File: config.mk
export PLATFORM = sky130hd
export DESIGN_NAME = clk_div_ctrl_flat
export DESIGN_NICKNAME = d
export VERILOG_FILES = /design/src/rtl/clk_div_ctrl_if.sv /design/src/rtl/clk_div_ctrl.sv /design/src/flat_wrapper.sv
export SDC_FILE = /design/constraint.sdc
export NUM_CORES = 1
export LEC_CHECK = 0
export ABC_CLOCK_PERIOD_IN_PS = 7300
export BUFFER_PORTS_ARGS = -buffer_cell sky130_fd_sc_hd__buf_2
export CAP_MARGIN = 20
export CORE_ASPECT_RATIO = 2
export CORE_MARGIN = 2
export CORE_UTILIZATION = 62
export DETAILED_ROUTE_END_ITERATION = 8
export GPL_TIMING_DRIVEN = 0
export PLACE_DENSITY = 0.86
export SLEW_MARGIN = 30
export SYNTH_ARGS = -nofsm -noshare
export SYNTH_HDL_FRONTEND = slang
export SYNTH_SLANG_ARGS = --single-unit
File: constraint.sdc
create_clock -name clkIn -period 7.3 [get_ports clkIn]
set_input_delay 0.365 -clock clkIn [delete_from_list [all_inputs] [get_ports clkIn]]
set_output_delay 0.365 -clock clkIn [all_outputs]
set_load 0.005 [all_outputs]
File: src/rtl/clk_div_ctrl_if.sv
// ----------------------------------------------------------------------------
// clk_div_ctrl_if
// Bundles the configuration handshake, the run/stop level and the divided
// clock outputs of clk_div_ctrl.
//   master : config master side (drives enable, cfgValid, cfgFactor)
//   slave  : the divider controller (drives everything else)
// Signals:
//   enable     run the divider (sampled only at period end while running)
//   cfgValid   a new factor is offered
//   cfgFactor  requested period in clkIn cycles
//   cfgReady   controller can accept a factor
//   cfgDone    one-cycle pulse: accepted factor is now active
//   cfgErr     one-cycle pulse: offered factor was rejected
//   clkOut     divided clock level
//   tick       one-cycle pulse on the first cycle of each period
//   busy       divider is running (with or without a pending factor)
// ----------------------------------------------------------------------------
interface clk_div_ctrl_if #(
    parameter int unsigned WIDTH = 32
);
    logic             enable;
    logic             cfgValid;
    logic [WIDTH-1:0] cfgFactor;
    logic             cfgReady;
    logic             cfgDone;
    logic             cfgErr;
    logic             clkOut;
    logic             tick;
    logic             busy;

    modport master (
        output enable,
        output cfgValid,
        output cfgFactor,
        input  cfgReady,
        input  cfgDone,
        input  cfgErr,
        input  clkOut,
        input  tick,
        input  busy
    );

    modport slave (
        input  enable,
        input  cfgValid,
        input  cfgFactor,
        output cfgReady,
        output cfgDone,
        output cfgErr,
        output clkOut,
        output tick,
        output busy
    );
endinterface

File: src/rtl/clk_div_ctrl.sv
// ----------------------------------------------------------------------------
// clk_div_ctrl
// Run-time programmable clock divider. Produces a registered divided clock
// level (clkOut) and a first-cycle-of-period pulse (tick) from clkIn. New
// factors arrive over a valid/ready handshake and, while running, are held
// until the current period ends so clkOut never shows a runt pulse. Dropping
// enable stops the divider at the end of the current period.
// Ports:
//   clkIn   system clock, all logic on its rising edge
//   resetN  synchronous active-low reset
//   bus     clk_div_ctrl_if slave modport (handshake, enable, outputs)
// Parameters:
//   WIDTH           width of factor and counter
//   DEFAULT_FACTOR  active factor after reset (>= 2)
//   MIN_FACTOR      smallest legal factor; smaller requests raise cfgErr
// ----------------------------------------------------------------------------
module clk_div_ctrl #(
    parameter int unsigned WIDTH          = 32,
    parameter int unsigned DEFAULT_FACTOR = 100,
    parameter int unsigned MIN_FACTOR     = 2
) (
    input  logic          clkIn,
    input  logic          resetN,
    clk_div_ctrl_if.slave bus
);

    localparam logic [WIDTH-1:0] DEFAULT_F = WIDTH'(DEFAULT_FACTOR);
    localparam logic [WIDTH-1:0] MIN_F     = WIDTH'(MIN_FACTOR);
    localparam logic [WIDTH-1:0] ONE       = WIDTH'(1);

    typedef enum logic [1:0] {
        IDLE,
        RUN,
        PENDING
    } state_t;

    state_t           state, state_next;
    logic [WIDTH-1:0] counter, counter_next;
    logic [WIDTH-1:0] active_factor, active_next;
    logic [WIDTH-1:0] pending_factor, pending_next;
    logic             clk_out, clk_out_next;
    logic             tick_pulse, tick_next;
    logic             done_pulse, done_next;
    logic             err_pulse, err_next;
    logic             ready, ready_next;
    logic             busy_flag, busy_next;

    logic             transfer;
    logic             legal;
    logic             at_wrap;

    // The registered ready is the one the master sees, so the transfer
    // qualification must use it rather than anything combinational.
    assign transfer = bus.cfgValid && ready;
    assign legal    = (bus.cfgFactor >= MIN_F);
    // active_factor is always >= MIN_FACTOR >= 2, so the subtraction cannot wrap.
    assign at_wrap  = (counter == (active_factor - ONE));

    // State and output registers; reset wins over everything, including a
    // pending factor.
    always_ff @(posedge clkIn) begin
        if (!resetN) begin
            state          <= IDLE;
            counter        <= '0;
            active_factor  <= DEFAULT_F;
            pending_factor <= '0;
            clk_out        <= 1'b0;
            tick_pulse     <= 1'b0;
            done_pulse     <= 1'b0;
            err_pulse      <= 1'b0;
            ready          <= 1'b1;
            busy_flag      <= 1'b0;
        end else begin
            state          <= state_next;
            counter        <= counter_next;
            active_factor  <= active_next;
            pending_factor <= pending_next;
            clk_out        <= clk_out_next;
            tick_pulse     <= tick_next;
            done_pulse     <= done_next;
            err_pulse      <= err_next;
            ready          <= ready_next;
            busy_flag      <= busy_next;
        end
    end

    // Next-state logic. Outputs are derived from the next counter/factor so
    // that the registered outputs describe the counter value held after the
    // same edge.
    always_comb begin
        state_next   = state;
        counter_next = counter;
        active_next  = active_factor;
        pending_next = pending_factor;
        done_next    = 1'b0;
        err_next     = 1'b0;

        // A rejected factor never alters state or the active factor.
        if (transfer && !legal) begin
            err_next = 1'b1;
        end

        case (state)
            IDLE: begin
                counter_next = '0;
                // Applying immediately also covers a transfer coinciding with
                // enable: the first period already uses the new factor.
                if (transfer && legal) begin
                    active_next = bus.cfgFactor;
                    done_next   = 1'b1;
                end
                if (bus.enable) begin
                    state_next = RUN;
                end
            end

            RUN: begin
                counter_next = at_wrap ? '0 : (counter + ONE);
                // A legal transfer takes priority over a stop request at the
                // same wrap; enable is then sampled at the following wrap.
                if (transfer && legal) begin
                    pending_next = bus.cfgFactor;
                    state_next   = PENDING;
                end else if (at_wrap && !bus.enable) begin
                    state_next = IDLE;
                end
            end

            PENDING: begin
                counter_next = at_wrap ? '0 : (counter + ONE);
                if (at_wrap) begin
                    active_next = pending_factor;
                    done_next   = 1'b1;
                    state_next  = bus.enable ? RUN : IDLE;
                end
            end

            default: begin
                state_next   = IDLE;
                counter_next = '0;
            end
        endcase

        clk_out_next = (state_next != IDLE) && (counter_next >= (active_next >> 1));
        tick_next    = (state_next != IDLE) && (counter_next == '0);
        ready_next   = (state_next != PENDING);
        busy_next    = (state_next != IDLE);
    end

    assign bus.clkOut   = clk_out;
    assign bus.tick     = tick_pulse;
    assign bus.cfgDone  = done_pulse;
    assign bus.cfgErr   = err_pulse;
    assign bus.cfgReady = ready;
    assign bus.busy     = busy_flag;

endmodule

File: src/flat_wrapper.sv
// flat-port wrapper written by rule: the top's interface ports become plain ports
module clk_div_ctrl_flat 
#(
    parameter int unsigned WIDTH          = 32,
    parameter int unsigned DEFAULT_FACTOR = 100,
    parameter int unsigned MIN_FACTOR     = 2
)
  (clkIn, resetN, bus_enable, bus_cfgValid, bus_cfgFactor, bus_cfgReady, bus_cfgDone, bus_cfgErr, bus_clkOut, bus_tick, bus_busy);
  clk_div_ctrl_if #(.WIDTH(WIDTH)) bus_i ();
  input  logic clkIn;
  input  logic resetN;
  input wire logic [$bits(bus_i.enable)-1:0] bus_enable;
  input wire logic [$bits(bus_i.cfgValid)-1:0] bus_cfgValid;
  input wire logic [$bits(bus_i.cfgFactor)-1:0] bus_cfgFactor;
  output wire logic [$bits(bus_i.cfgReady)-1:0] bus_cfgReady;
  output wire logic [$bits(bus_i.cfgDone)-1:0] bus_cfgDone;
  output wire logic [$bits(bus_i.cfgErr)-1:0] bus_cfgErr;
  output wire logic [$bits(bus_i.clkOut)-1:0] bus_clkOut;
  output wire logic [$bits(bus_i.tick)-1:0] bus_tick;
  output wire logic [$bits(bus_i.busy)-1:0] bus_busy;
  assign bus_i.enable = bus_enable;
  assign bus_i.cfgValid = bus_cfgValid;
  assign bus_i.cfgFactor = bus_cfgFactor;
  assign bus_cfgReady = bus_i.cfgReady;
  assign bus_cfgDone = bus_i.cfgDone;
  assign bus_cfgErr = bus_i.cfgErr;
  assign bus_clkOut = bus_i.clkOut;
  assign bus_tick = bus_i.tick;
  assign bus_busy = bus_i.busy;
  clk_div_ctrl #(.WIDTH(WIDTH), .DEFAULT_FACTOR(DEFAULT_FACTOR), .MIN_FACTOR(MIN_FACTOR)) u_core (.clkIn(clkIn), .resetN(resetN), .bus(bus_i));
endmodule
==> results of run 1 <==
[flip-flops by register name, indices dropped and copies added (netlist names)]
register and count:
u_core.state 2, u_core.bus.tick 1, u_core.bus.busy 1, u_core.bus.clkOut 1, u_core.counter 32, u_core.bus.cfgDone 1, u_core.pending_factor 32, u_core.bus.cfgErr 1
u_core.active_factor 32, u_core.bus.cfgReady 1
[cells by family (layout without fill, tap and decap cells)]
| group | after synthesis | in the layout |
|---|---|---|
| AO/OA/AOI/OAI | 124 | 124 |
| multiplexers | 35 | 35 |
| buffers and inverters | 61 | 118 |
| XOR/XNOR | 71 | 71 |
| flip-flops | 104 | 104 |
| AND/OR/NAND/NOR | 364 | 364 |
| adder cells (fa/ha/maj) | 37 | 37 |
[cell type report]
type	count	area share, %
buffer	50	3.20
inverter	11	0.553
sequential	104	27.9
clock buffer	10	3.20
clock inverter	6	0.654
multi-input combinational	631	59.4
timing repair buffer	41	2.75
tap	140	2.35
[worst min path at each step]
stage                                    from                 endpoint  slack, ns  cells past startpoint
after CTS                              resetN  u_core.active_factor[5]       0.25                      2
after global routing                   resetN  u_core.active_factor[5]       0.25                      2
after detailed placement  u_core.bus.cfgReady        u_core.bus.cfgErr       0.47                      2
after floorplan                        resetN  u_core.active_factor[2]       0.43                      1
final                                  resetN  u_core.active_factor[5]       0.25                      2
after global placement    u_core.bus.cfgReady        u_core.bus.cfgErr       0.45                      2
[layer usage]
metal	up-vias	GRT usage, %	part of all wire [%]
met3	115	4.69	4.2
met1	3021	35.1	34
met4	0	32.3	9.7
li1	3022	-	-
met5	-	0	0
met2	288	64.8	52
[placed cells by master, fill, tap and decap left out, drive strengths merged, types with 3 or more instances in the layout]
| cell | instances |
|---|---|
| a21oi | 17 |
| nor3 | 19 |
| a21o | 11 |
| xor2 | 32 |
| inv | 15 |
| nor2b | 4 |
| o21bai | 4 |
| clkbuf | 42 |
| dfxtp | 104 |
| or2 | 4 |
| and3 | 45 |
| ha | 37 |
| and2 | 5 |
| mux2i | 34 |
| nand2 | 34 |
| nand2b | 7 |
| a221oi | 32 |
| nor4 | 26 |
| o21a | 3 |
| and4 | 9 |
| nand3 | 19 |
| or4 | 8 |
| nand4b | 4 |
| o21ai | 13 |
| a211oi | 3 |
| a31oi | 8 |
| a2111oi | 4 |
| o211ai | 5 |
| o41ai | 4 |
| nand4 | 17 |
| o22ai | 3 |
| buf | 59 |
| xnor2 | 39 |
| or3 | 4 |
| nor2 | 151 |
[power breakdown]
part	total [mW]	internal, mW	leakage (nW)	switching (mW)
Combinational	0.466	0.178	2.20	0.289
Sequential	0.645	0.602	0.846	0.0432
Clock	0.471	0.246	0.144	0.225
[critical path: cells and delay by family, from the launching register on]
family	cells	cell delay, ns
and+or+nand+nor	7	2.71
AOI/OAI and AO/OA	7	2.34
buffers and inverters	3	0.84
adders and majority gates	1	0.32
DFF	1	0.29
[through the flow]
step	setup WS (ns)	cells	power, mW	util [%]	hold slack [ns]
detailed placement	0.404	977	1.11	66.3	0.473
global route	0.483	993	1.64	69.1	0.249
CTS	0.359	993	1.57	68.9	0.249
global placement	0.534	977	1.09	66.3	0.452
finish	0.696	993	1.58	69.1	0.254
floorplan	2.17	796	0.967	-	0.427
==> results.md, run 1 <==
* H-tree depth at 3
* Die area at 0.0118 mm2
* Launch point of the worst reg-to-reg path: u_core.active_factor[5]
* Die X at 78.0 um
* Filler Cell Count at 801
* Starting Density at 62.8%
* Most frequent cells after synthesis: 151 x nor2_1, 104 x dfxtp_1, 44 x and3_1, 39 x xnor2_1, 37 x ha_1
* Critical path, cell by cell: buf_2 -> nor4_2 -> nand3_1 -> o31a_1 -> or3_1 -> or4_4 -> nor4_4 -> nand2b_1 -> buf_2 -> clkbuf_1 -> nor2_1 -> ha_1 -> a21o_1 -> a2111oi_1 -> o311ai_0 -> a21oi_1 -> a221oi_1 -> o21ba_2
* Synth Area in Simple Gates at 27.8%
* Starting DRT DRC Count at 590
* Seq/Total Area, Yosys at 30.7%
* Vias in the first global route at 6675
* N_diodes at 0
* Largest net degree at the start of global routing at 19
* YS warnings at 0
* CTS tree: built
* Die H at 152 um
* Router iterations before antenna repair at 5
* Post-CTS Setup Inserts at 0
* Setup slack, reg-to-reg at 0.70 ns
* Part of the cycle the worst path needs at 90.5%
* Adder-cell share of the synthesized area at 6.82%
* Post-synthesis mux area share at 5.18%
* Top_reg_cell synth: dfxtp_1
* Worst reg-to-reg path cell count at 18
* Post-DRT Antenna Nets at 0
* Post-synth EDFFs at 0
* Worst slew pin tran at 0.987 ns
* Clock root cell: clkbuf_16
* Layout Skew at 0.0100 ns
* Largest cells by area after synthesis: dfxtp_1 31%, nor2_1 8.4%, ha_1 6.8%
* Largest family of logic cells by synthesized area: simple AND/OR/NAND/NOR gates
* RSZ-0062 raised after global routing: false
* Hold-fix buffers at CTS at 0
* Yosys reg bits at 104
* PortBufs at 41
* IO Pins at 42
* Crit-path max FO at 10
* Vias at 6446
* Remaining DRCs at 0
* Routed wire per std cell at 21.4 um
* Compound-cell area share of the yosys netlist at 16.2%
* Worst-path clk slew at 0.07 ns
* # resized after CTS at 0
* Sequential cell area at 0.00208 mm2
* Area of the multi-input gates at 0.00443 mm2
* Leak at 3.19 nW
* Via density at 6.49
* Peak VDD IR at 213 uV
* End point of the critical path: u_core.bus.clkOut
* Final Slew Violations at 0
* Std cell rows at 54
* Drt total wl at 21.3 mm
* Hpwl dp at 17.0 mm
* Syn Nets at 869
* Final Cell Area at 0.00746 mm2
* Area Growth Syn to Fin at 10.0%
* Post-synthesis async set-or-reset flop share at 0%
* CORE AREA at 0.0108 mm2
* Endpoints failing setup at 0
* Status: finished, final reports clean
* Cell taking the most area after synthesis: dfxtp_1
* Placed inst area at 0.00716 mm2
* Layout net count at 921
* Largest stage delay, worst path at 0.79 ns
* Initial antenna violation count at 0
* Critical path's slowest cell: a2111oi_1
* CP endpoint kind: flip-flop
* Worst slew margin at 34.1%
* Longest Clk Path Bufs at 2
* Final setup TNS at 0 ns
* Mapped Cells at 796
* Clk_lat worst skew at 0.35 ns
* Power Dens Cells at 212 mW/mm2
* Worst hold path class: in -> reg
* WS Path Type: reg -> reg
* Most used cell, CP: buf_2
* CTS Sinks at 104
* Crit path launch: u_core.active_factor[5]
* Synth Area in XOR/XNOR at 9.17%
* Crit start category: flip-flop
* First-pass GRT wire length at 33.3 mm
* Syn Area/Cell at 8.52 um2
* Synth top area share at 30.7%
* R2r endpoint: u_core.bus.clkOut
* Total track usage at 36.3%
* GPL Wtd Cong at 0.969
* Most frequent cell after synthesis: nor2_1
* Final hold violations at 0
* Max frequency at 151 MHz
* Final Critical Period at 6.60 ns
* Share of cells above drive strength 1 at 13.7%
* CP Data Arrival Time at 6.85 ns
* Max_cap viols at 0
* Library cells used by synthesis at 68
* Required @ worst endpoint at 7.55 ns
* CTS Buf Count at 9
* Mapped cell area at 0.00678 mm2
* GRT overflow at 0
Power figures use the tool's default switching activity.
==> inputs of run 2 (changes only) <==
--- a/config.mk
+++ b/config.mk
@@ -10,10 +10,11 @@
 export CAP_MARGIN = 20
 export CORE_ASPECT_RATIO = 2
 export CORE_MARGIN = 2
-export CORE_UTILIZATION = 62
+export CORE_UTILIZATION = 55
 export DETAILED_ROUTE_END_ITERATION = 8
 export GPL_TIMING_DRIVEN = 0
-export PLACE_DENSITY = 0.86
+export PLACE_DENSITY = 0.78
+export RECOVER_POWER = 100
 export SLEW_MARGIN = 30
 export SYNTH_ARGS = -nofsm -noshare
 export SYNTH_HDL_FRONTEND = slang
==> run 2 against run 1 <==
  * Register-to-register slack better by 0.10 ns
  * Sequential power is essentially flat
  * Critical path depth increased by 1
  * First-iteration DRC count shrank 14%
  * Global-route usage fell by 3.3 points
  * Critical endpoint unchanged
==> results.md, run 2 (synthesis gave the netlist of run 1 again) <==
* Most frequent cells in the layout: 151 x nor2_1, 104 x dfxtp_1, 47 x clkbuf_1
* Max_cap viols at 0 (unchanged)
* Remaining DRCs at 0 (unchanged)
* Initial antenna violation count at 0 (unchanged)
* Largest net degree at the start of global routing at 20 (+1)
* RSZ-0062 raised after global routing: false
* Hold Startpoint: resetN
* Crit path max-delay family: compound AO/OA/AOI/OAI gates
* Final core utilization at 60.2% (-8.8 points)
* CP bufs+invs at 4 (+1)
* Final setup TNS at 0 ns (unchanged)
* GRT overflow at 0 (unchanged)
* IO Pins at 42 (unchanged)
* Hold-fix buffers at CTS at 0 (unchanged)
* WS Path Type: reg -> reg
* Total Power at 1.56 mW (-1.3%)
* Vias in the first global route at 6466 (-3.1%)
* Die area at 0.0133 mm2 (+12%)
* Largest stage delay, worst path at 0.80 ns (about the same)
* Filler Cell Count at 1153 (+44%)
* Peak VDD IR at 151 uV (-29%)
* CP Data Arrival Time at 6.74 ns (-0.11 ns)
* Required @ worst endpoint at 7.54 ns (about the same)
* Part of the cycle the worst path needs at 89.1% (-1.4 points)
* Vias at 6398 (-0.74%)
* Crit path launch: u_core.active_factor[2]
* Share of cells above drive strength 1 at 9.38% (-4.3 points)
* Non-Filler Instances at 1000 (+0.70%)
* Worst Setup Slack, final at 0.797 ns (+0.102 ns)
* Hold Path Stages at 2 (unchanged)
* PortBufs at 41 (unchanged)
* Final Slew Violations at 0 (unchanged)
* Cells after DPL at 984 (+0.72%)
* Starting DRT DRC Count at 510 (-14%)
* WHS at 0.240 ns (-0.0144 ns)
* Worst reg-to-reg path cell count at 19 (+1)
* Hold endpoint: u_core.active_factor[2]
* Via density at 6.40 (-1.4%)
* Power Dens Cells at 214 mW/mm2 (+0.86%)
* Worst-path clk slew at 0.08 ns (about the same)
* Status: finished, final reports clean
* # resized after CTS at 0 (unchanged)
* H-tree depth at 3 (unchanged)
* Final Critical Period at 6.50 ns (-0.102 ns)
* Launch point of the worst reg-to-reg path: u_core.active_factor[2]
* First-pass GRT wire length at 32.9 mm (-1.1%)
* Commonest non-fill, non-tap cell in the layout: nor2_1
* Leak at 3.12 nW (-2.2%)
* Critical path's slowest cell: a2111oi_0
* Final Cell Area at 0.00730 mm2 (-2.1%)
* CORE AREA at 0.0121 mm2 (+12%)
* Hpwl dp at 17.1 mm (+0.46%)
* GPL Wtd Cong at 1.01 (+4.6%)
* Routed wire per std cell at 20.9 um (-2.6%)
* Endpoints failing setup at 0 (unchanged)
* CTS tree: built
* Post-DRT Antenna Nets at 0 (unchanged)
* CP endpoint kind: flip-flop
* Area Growth Syn to Fin at 7.67%
* CTS Buf Count at 9 (unchanged)
* Longest Clk Path Bufs at 2 (unchanged)
* Total track usage at 33.0% (-3.3 points)
* Starting Density at 56.0% (-6.8 points)
* Layout net count at 921 (unchanged)
* Crit start category: flip-flop
* Worst hold path class: in -> reg
* Worst slew margin at 32.5% (-1.5 points)
* Drt total wl at 20.9 mm (-1.9%)
* Worst slew pin tran at 0.986 ns (-0.000408 ns)
* Layout Skew at 0.00599 ns (-0.00403 ns)
* Post-CTS Setup Inserts at 0 (unchanged)
* Router iterations before antenna repair at 5 (unchanged)
* N_diodes at 0 (unchanged)
* Std cell rows at 57 (+5.6%)
* Critical path, cell by cell: clkbuf_1 -> or4_1 -> clkbuf_1 -> nor4_1 -> o21ai_0 -> a2111oi_0 -> nand3_1 -> nor4_4 -> nand2b_1 -> buf_2 -> clkbuf_1 -> nor2_1 -> ha_1 -> a21o_1 -> a2111oi_0 -> o311ai_0 -> a21oi_1 -> a221oi_1 -> o21ba_1
* Max frequency at 154 MHz (+1.6%)
* Die H at 161 um (+6.0%)
* CTS Sinks at 104 (unchanged)
* Biggest regs: u_core.active_factor: 32 flops, u_core.counter: 32 flops, u_core.pending_factor: 32 flops
* Final hold violations at 0 (unchanged)
* Placed inst area at 0.00718 mm2 (+0.28%)
* Clk_lat worst skew at 0.36 ns (about the same)
* Die X at 82.5 um (+5.9%)
* Dpl ws at 0.757 ns (+0.353 ns)
* Setup slack, reg-to-reg at 0.80 ns (+0.10 ns)
* Crit-path max FO at 10 (unchanged)
* Most used cell, CP: clkbuf_1
* R2r endpoint: u_core.bus.clkOut
* Clock root cell: clkbuf_16
[run 2: cell types whose count changed in the layout (fill, tap and decap cells not counted), moves of 2 or more]
cell / previous run / this run
a221oi_1: 4 / 29
buf_1: 3 / 0
inv_6: 4 / 2
a221oi_2: 28 / 3
buf_2: 49 / 39
clkbuf_1: 32 / 47
[run 2: cell type report]
class	instances	area (um2)	share of cell area [%]
multi-input cells	631	4280	58.6
flip-flops and latches	104	2080	28.5
clock buffers	10	229	3.13
plain buffers	50	225	3.08
repair buffers	41	199	2.72
well taps	147	184	2.52
clock inverters	6	62.6	0.856
inverters	11	41.3	0.565
[run 2: worst max-delay path by stage]
stage / endpoint / slack (ns) / depth (start not counted)
final: u_core.bus.clkOut / 0.80 / 19
after global routing: u_core.bus.clkOut / 0.36 / 18
after CTS: u_core.bus.clkOut / 0.70 / 19
after detailed placement: u_core.bus.clkOut / 0.76 / 19
after global placement: u_core.bus.clkOut / 0.91 / 19
after floorplan: u_core.bus.clkOut / 2.17 / 21
[run 2: worst reg2reg max path, stage by stage, from the launching register on]
cell       delay [ns]
dfxtp_1          0.30
clkbuf_1         0.21
or4_1            0.50
clkbuf_1         0.20
nor4_1           0.67
o21ai_0          0.19
a2111oi_0        0.80
nand3_1          0.24
nor4_4           0.34
nand2b_1         0.17
buf_2            0.18
clkbuf_1         0.47
nor2_1           0.12
ha_1             0.32
a21o_1           0.16
a2111oi_0        0.68
o311ai_0         0.28
a21oi_1          0.18
a221oi_1         0.11
o21ba_1          0.25
[run 2: report_power, final]
group          total (mW)  internal [mW]  switching [mW]
Clock               0.484          0.241           0.243
Combinational       0.435          0.165           0.270
Sequential          0.643          0.602          0.0409
[run 2: layer usage]
layer	wire length (um)	up-vias	GRT usage, %
met3	923	92	5.31
met2	11200	246	59.3
met1	7180	3041	33.4
li1	-	3019	-
met4	1600	0	21.8
met5	0	-	0
==> inputs of run 3 (changes only) <==
--- a/config.mk
+++ b/config.mk
@@ -5,7 +5,8 @@
 export SDC_FILE = /design/constraint.sdc
 export NUM_CORES = 1
 export LEC_CHECK = 0
-export ABC_CLOCK_PERIOD_IN_PS = 7300
+export ABC_AREA = 1
+export ABC_CLOCK_PERIOD_IN_PS = 5300
 export BUFFER_PORTS_ARGS = -buffer_cell sky130_fd_sc_hd__buf_2
 export CAP_MARGIN = 20
 export CORE_ASPECT_RATIO = 2
@@ -13,7 +14,7 @@
 export CORE_UTILIZATION = 55
 export DETAILED_ROUTE_END_ITERATION = 8
 export GPL_TIMING_DRIVEN = 0
-export PLACE_DENSITY = 0.78
+export PLACE_DENSITY = 0.81
 export RECOVER_POWER = 100
 export SLEW_MARGIN = 30
 export SYNTH_ARGS = -nofsm -noshare
==> constraint.sdc (replaced) <==
create_clock -name clkIn -period 5.3 [get_ports clkIn]
set_input_delay 0.265 -clock clkIn [delete_from_list [all_inputs] [get_ports clkIn]]
set_output_delay 0.265 -clock clkIn [all_outputs]
set_load 0.005 [all_outputs]
==> run 3 against run 2 <==
  * Largest power group unchanged
  * First-iteration DRC count fell by 26%
  * Global-route usage is 3.0 points higher
  * Critical path type unchanged
  * Clock skew increased by 0.0014 ns
  * Via count rose by 24%
  * Critical endpoint unchanged
  * Worst setup slack got worse by 0.38 ns
  * Non-clock buffer count shrank 7
==> results.md, run 3 <==
* Status: finished, final reports clean
* Largest cells by area after synthesis: dfxtp_1 28%, nand2_1 13%, inv_1 8.6%
* R2r endpoint: u_core.bus.clkOut
* CTS Sinks at 104 (unchanged)
* Library cells used by synthesis at 41 (-40%)
* Top_reg_cell synth: dfxtp_1
* Metal3 WL at 865 um (-6.3%)
* GRT overflow at 0 (unchanged)
* Post-synthesis async set-or-reset flop share at 0% (unchanged)
* Launch point of the worst reg-to-reg path: u_core.active_factor[0]
* Die area at 0.0147 mm2 (+11%)
* Clock root cell: clkbuf_16
* Router iterations before antenna repair at 5 (unchanged)
* Max frequency at 205 MHz (+33%)
* Hpwl dp at 21.2 mm (+24%)
* CTS tree: built
* Longest Clk Path Bufs at 2 (unchanged)
* Worst-path clk slew at 0.07 ns (about the same)
* Part of the cycle the worst path needs at 92.2% (+3.1 points)
* Std cell rows at 60 (+5.3%)
* Hold Startpoint: bus_cfgValid
* Vias at 7911 (+24%)
* Sequential cell area at 0.00208 mm2 (unchanged)
* Post-DRT Antenna Nets at 0 (unchanged)
* Placed inst area at 0.00793 mm2 (+10%)
* IO Pins at 42 (unchanged)
* Dpl ws at 0.475 ns (-0.282 ns)
* Die H at 170 um (+5.2%)
* Seq/Total Area, Yosys at 27.6% (-3.0 points)
* Final hold violations at 0 (unchanged)
* Total track usage at 36.0% (+3.0 points)
* Share of cells above drive strength 1 at 7.84% (-1.5 points)
* Layout Skew at 0.00738 ns (+0.00138 ns)
* Final setup TNS at 0 ns (unchanged)
* Starting DRT DRC Count at 379 (-26%)
* Routed wire per std cell at 18.1 um (-13%)
* DRT met1 WL at 8.45 mm (+18%)
* Yosys reg bits at 104 (unchanged)
* CORE AREA at 0.0134 mm2 (+11%)
* Worst hold path class: in -> reg
* N_diodes at 0 (unchanged)
* H-tree depth at 3 (unchanged)
* Area Growth Syn to Fin at 9.04%
* Required @ worst endpoint at 5.55 ns (-1.99 ns)
* Top Layer Used: met4
* First-pass GRT wire length at 39.5 mm (+20%)
* Setup slack, reg-to-reg at 0.42 ns (-0.38 ns)
* Most frequent cell after synthesis: nand2_1
* DR WL met2 at 13.4 mm (+20%)
* WS Path Type: reg -> reg
* Hold-fix buffers at CTS at 0 (unchanged)
* Most frequent cells in the layout: 265 x nand2_1, 174 x inv_1, 162 x nor2_1
* Syn Area/Cell at 6.31 um2 (-26%)
* Peak VDD IR at 348 uV (+130%)
* Largest net degree at the start of global routing at 16 (-20%)
* Max_cap viols at 0 (unchanged)
* CP Data Arrival Time at 5.13 ns (-1.61 ns)
* Vias in the first global route at 7881 (+22%)
* Die X at 86.8 um (+5.1%)
* Layout net count at 1319 (+43%)
* Final Slew Violations at 0 (unchanged)
* Post-synth EDFFs at 0 (unchanged)
* Critical path's slowest cell: dfxtp_1
* Worst Setup Slack, final at 0.416 ns (-0.382 ns)
* Leak at 4.05 nW (+30%)
* Most frequent cells after synthesis: 263 x nand2_1, 172 x inv_1, 162 x nor2_1, 104 x dfxtp_1, 75 x o21ai_0
* Hold Path Stages at 3 (+1)
* Cell taking the most area after synthesis: dfxtp_1
* Mapped Cells at 1194 (+50%)
* Power Dens Cells at 299 mW/mm2 (+40%)
* Largest stage delay, worst path at 0.31 ns (-0.49 ns)
* Hold endpoint: u_core.bus.cfgErr
* Crit-path max FO at 10 (unchanged)
* Most used cell, CP: nand2_1
* PortBufs at 41 (unchanged)
* Final Critical Period at 4.88 ns (-1.62 ns)
* Biggest regs: u_core.active_factor: 32 flops, u_core.counter: 32 flops, u_core.pending_factor: 32 flops
* Starting Density at 56.1% (+0.098 points)
* Commonest non-fill, non-tap cell in the layout: nand2_1
* Area of the multi-input gates at 0.00453 mm2 (+5.8%)
* Initial antenna violation count at 0 (unchanged)
* Synth top area share at 27.6% (-3.0 points)
* Mapped cell area at 0.00753 mm2 (+11%)
* CP endpoint kind: flip-flop
* CTS Buf Count at 9 (unchanged)
* YS warnings at 0 (unchanged)
* GPL Wtd Cong at 1.01 (-0.56%)
* Crit start category: flip-flop
* Via density at 5.63 (-12%)
* Clk_lat worst skew at 0.36 ns (about the same)
* Worst slew pin tran at 0.754 ns (-0.233 ns)
* Drt total wl at 25.5 mm (+22%)
* Worst slew margin at 49.8% (+17 points)
* Syn Nets at 1267 (+46%)
* Worst reg-to-reg path cell count at 36 (+17)
* Filler Cell Count at 1320 (+14%)
* Post-CTS Setup Inserts at 0 (unchanged)
* # resized after CTS at 0 (unchanged)
* Endpoints failing setup at 0 (unchanged)
* Final Cell Area at 0.00821 mm2 (+12%)
* RSZ-0062 raised after global routing: false
* Remaining DRCs at 0 (unchanged)
run 3: cell count changes after synthesis, moves of 28 or more:
cell | before | now
a21oi_1 | 17 | 52
a221oi_2 | 28 | 0
and3_1 | 44 | 2
inv_1 | 10 | 172
mux2i_1 | 34 | 0
nand2_1 | 34 | 263
nand3_1 | 19 | 47
o21ai_0 | 13 | 75
xnor2_1 | 39 | 9
run 3: layout make-up:
type	instances	share of cell area, %
Timing Repair Buffer	41	2.44
Buffer	43	2.44
Sequential cell	104	25.4
Tap cell	155	2.36
Multi-Input combinational cell	865	55.2
Inverter	182	8.33
Clock inverter	3	0.792
Clock buffer	12	3.12
run 3: per-stage QoR:
stage	util (%)	instances	hold WS [ns]	total power, mW
finish	61.1	1405	0.171	2.45
global route	61.1	1405	0.186	2.57
CTS	61.4	1405	0.178	2.44
detailed placement	59.0	1390	0.440	1.73
global placement	59.0	1390	0.435	1.71
floorplan	-	1194	0.408	1.49
run 3: power breakdown:
group	switching, mW	total [mW]	internal (mW)
logic	0.544	0.804	0.260
registers	0.0707	0.916	0.845
clock network	0.297	0.734	0.437
total	0.912	2.45	1.54
run 3: cells by family after synthesis:
family / count (synthesis) / share of synthesized area (%)
AOI/OAI and AO/OA: 188 / 14.4
xor gates and xnor gates: 49 / 5.70
buffers and inverters: 225 / 11.8
adders and majority gates: 37 / 6.15
and+or+nand+nor: 591 / 34.3
DFF: 104 / 27.6
run 3: worst max-delay path by stage:
stage | from | end | slack (ns)
4_1_cts | u_core.active_factor[0] | u_core.bus.clkOut | 0.45
2_1_floorplan | u_core.active_factor[0] | u_core.bus.clkOut | 1.82
6_report | u_core.active_factor[0] | u_core.bus.clkOut | 0.42
5_1_grt | u_core.active_factor[0] | u_core.bus.clkOut | 0.06
3_5_place_dp | u_core.active_factor[0] | u_core.bus.clkOut | 0.48
3_3_place_gp | u_core.active_factor[0] | u_core.bus.clkOut | 0.54
run 3: layer usage:
metal  up-vias  global-route usage, %
met5         -                      0
met4         0                   34.5
met3       134                   4.09
met2       273                   66.2
met1      3564                   32.1
li1       3940                      -
run 3: critical path: cells and delay by family (launching register included):
family	cells	cell delay (ns)
flip-flops	1	0.31
buffers and inverters	5	0.56
adder cells (fa/ha/maj)	2	0.50
AND/OR/NAND/NOR	26	2.80
AO/OA/AOI/OAI	3	0.57
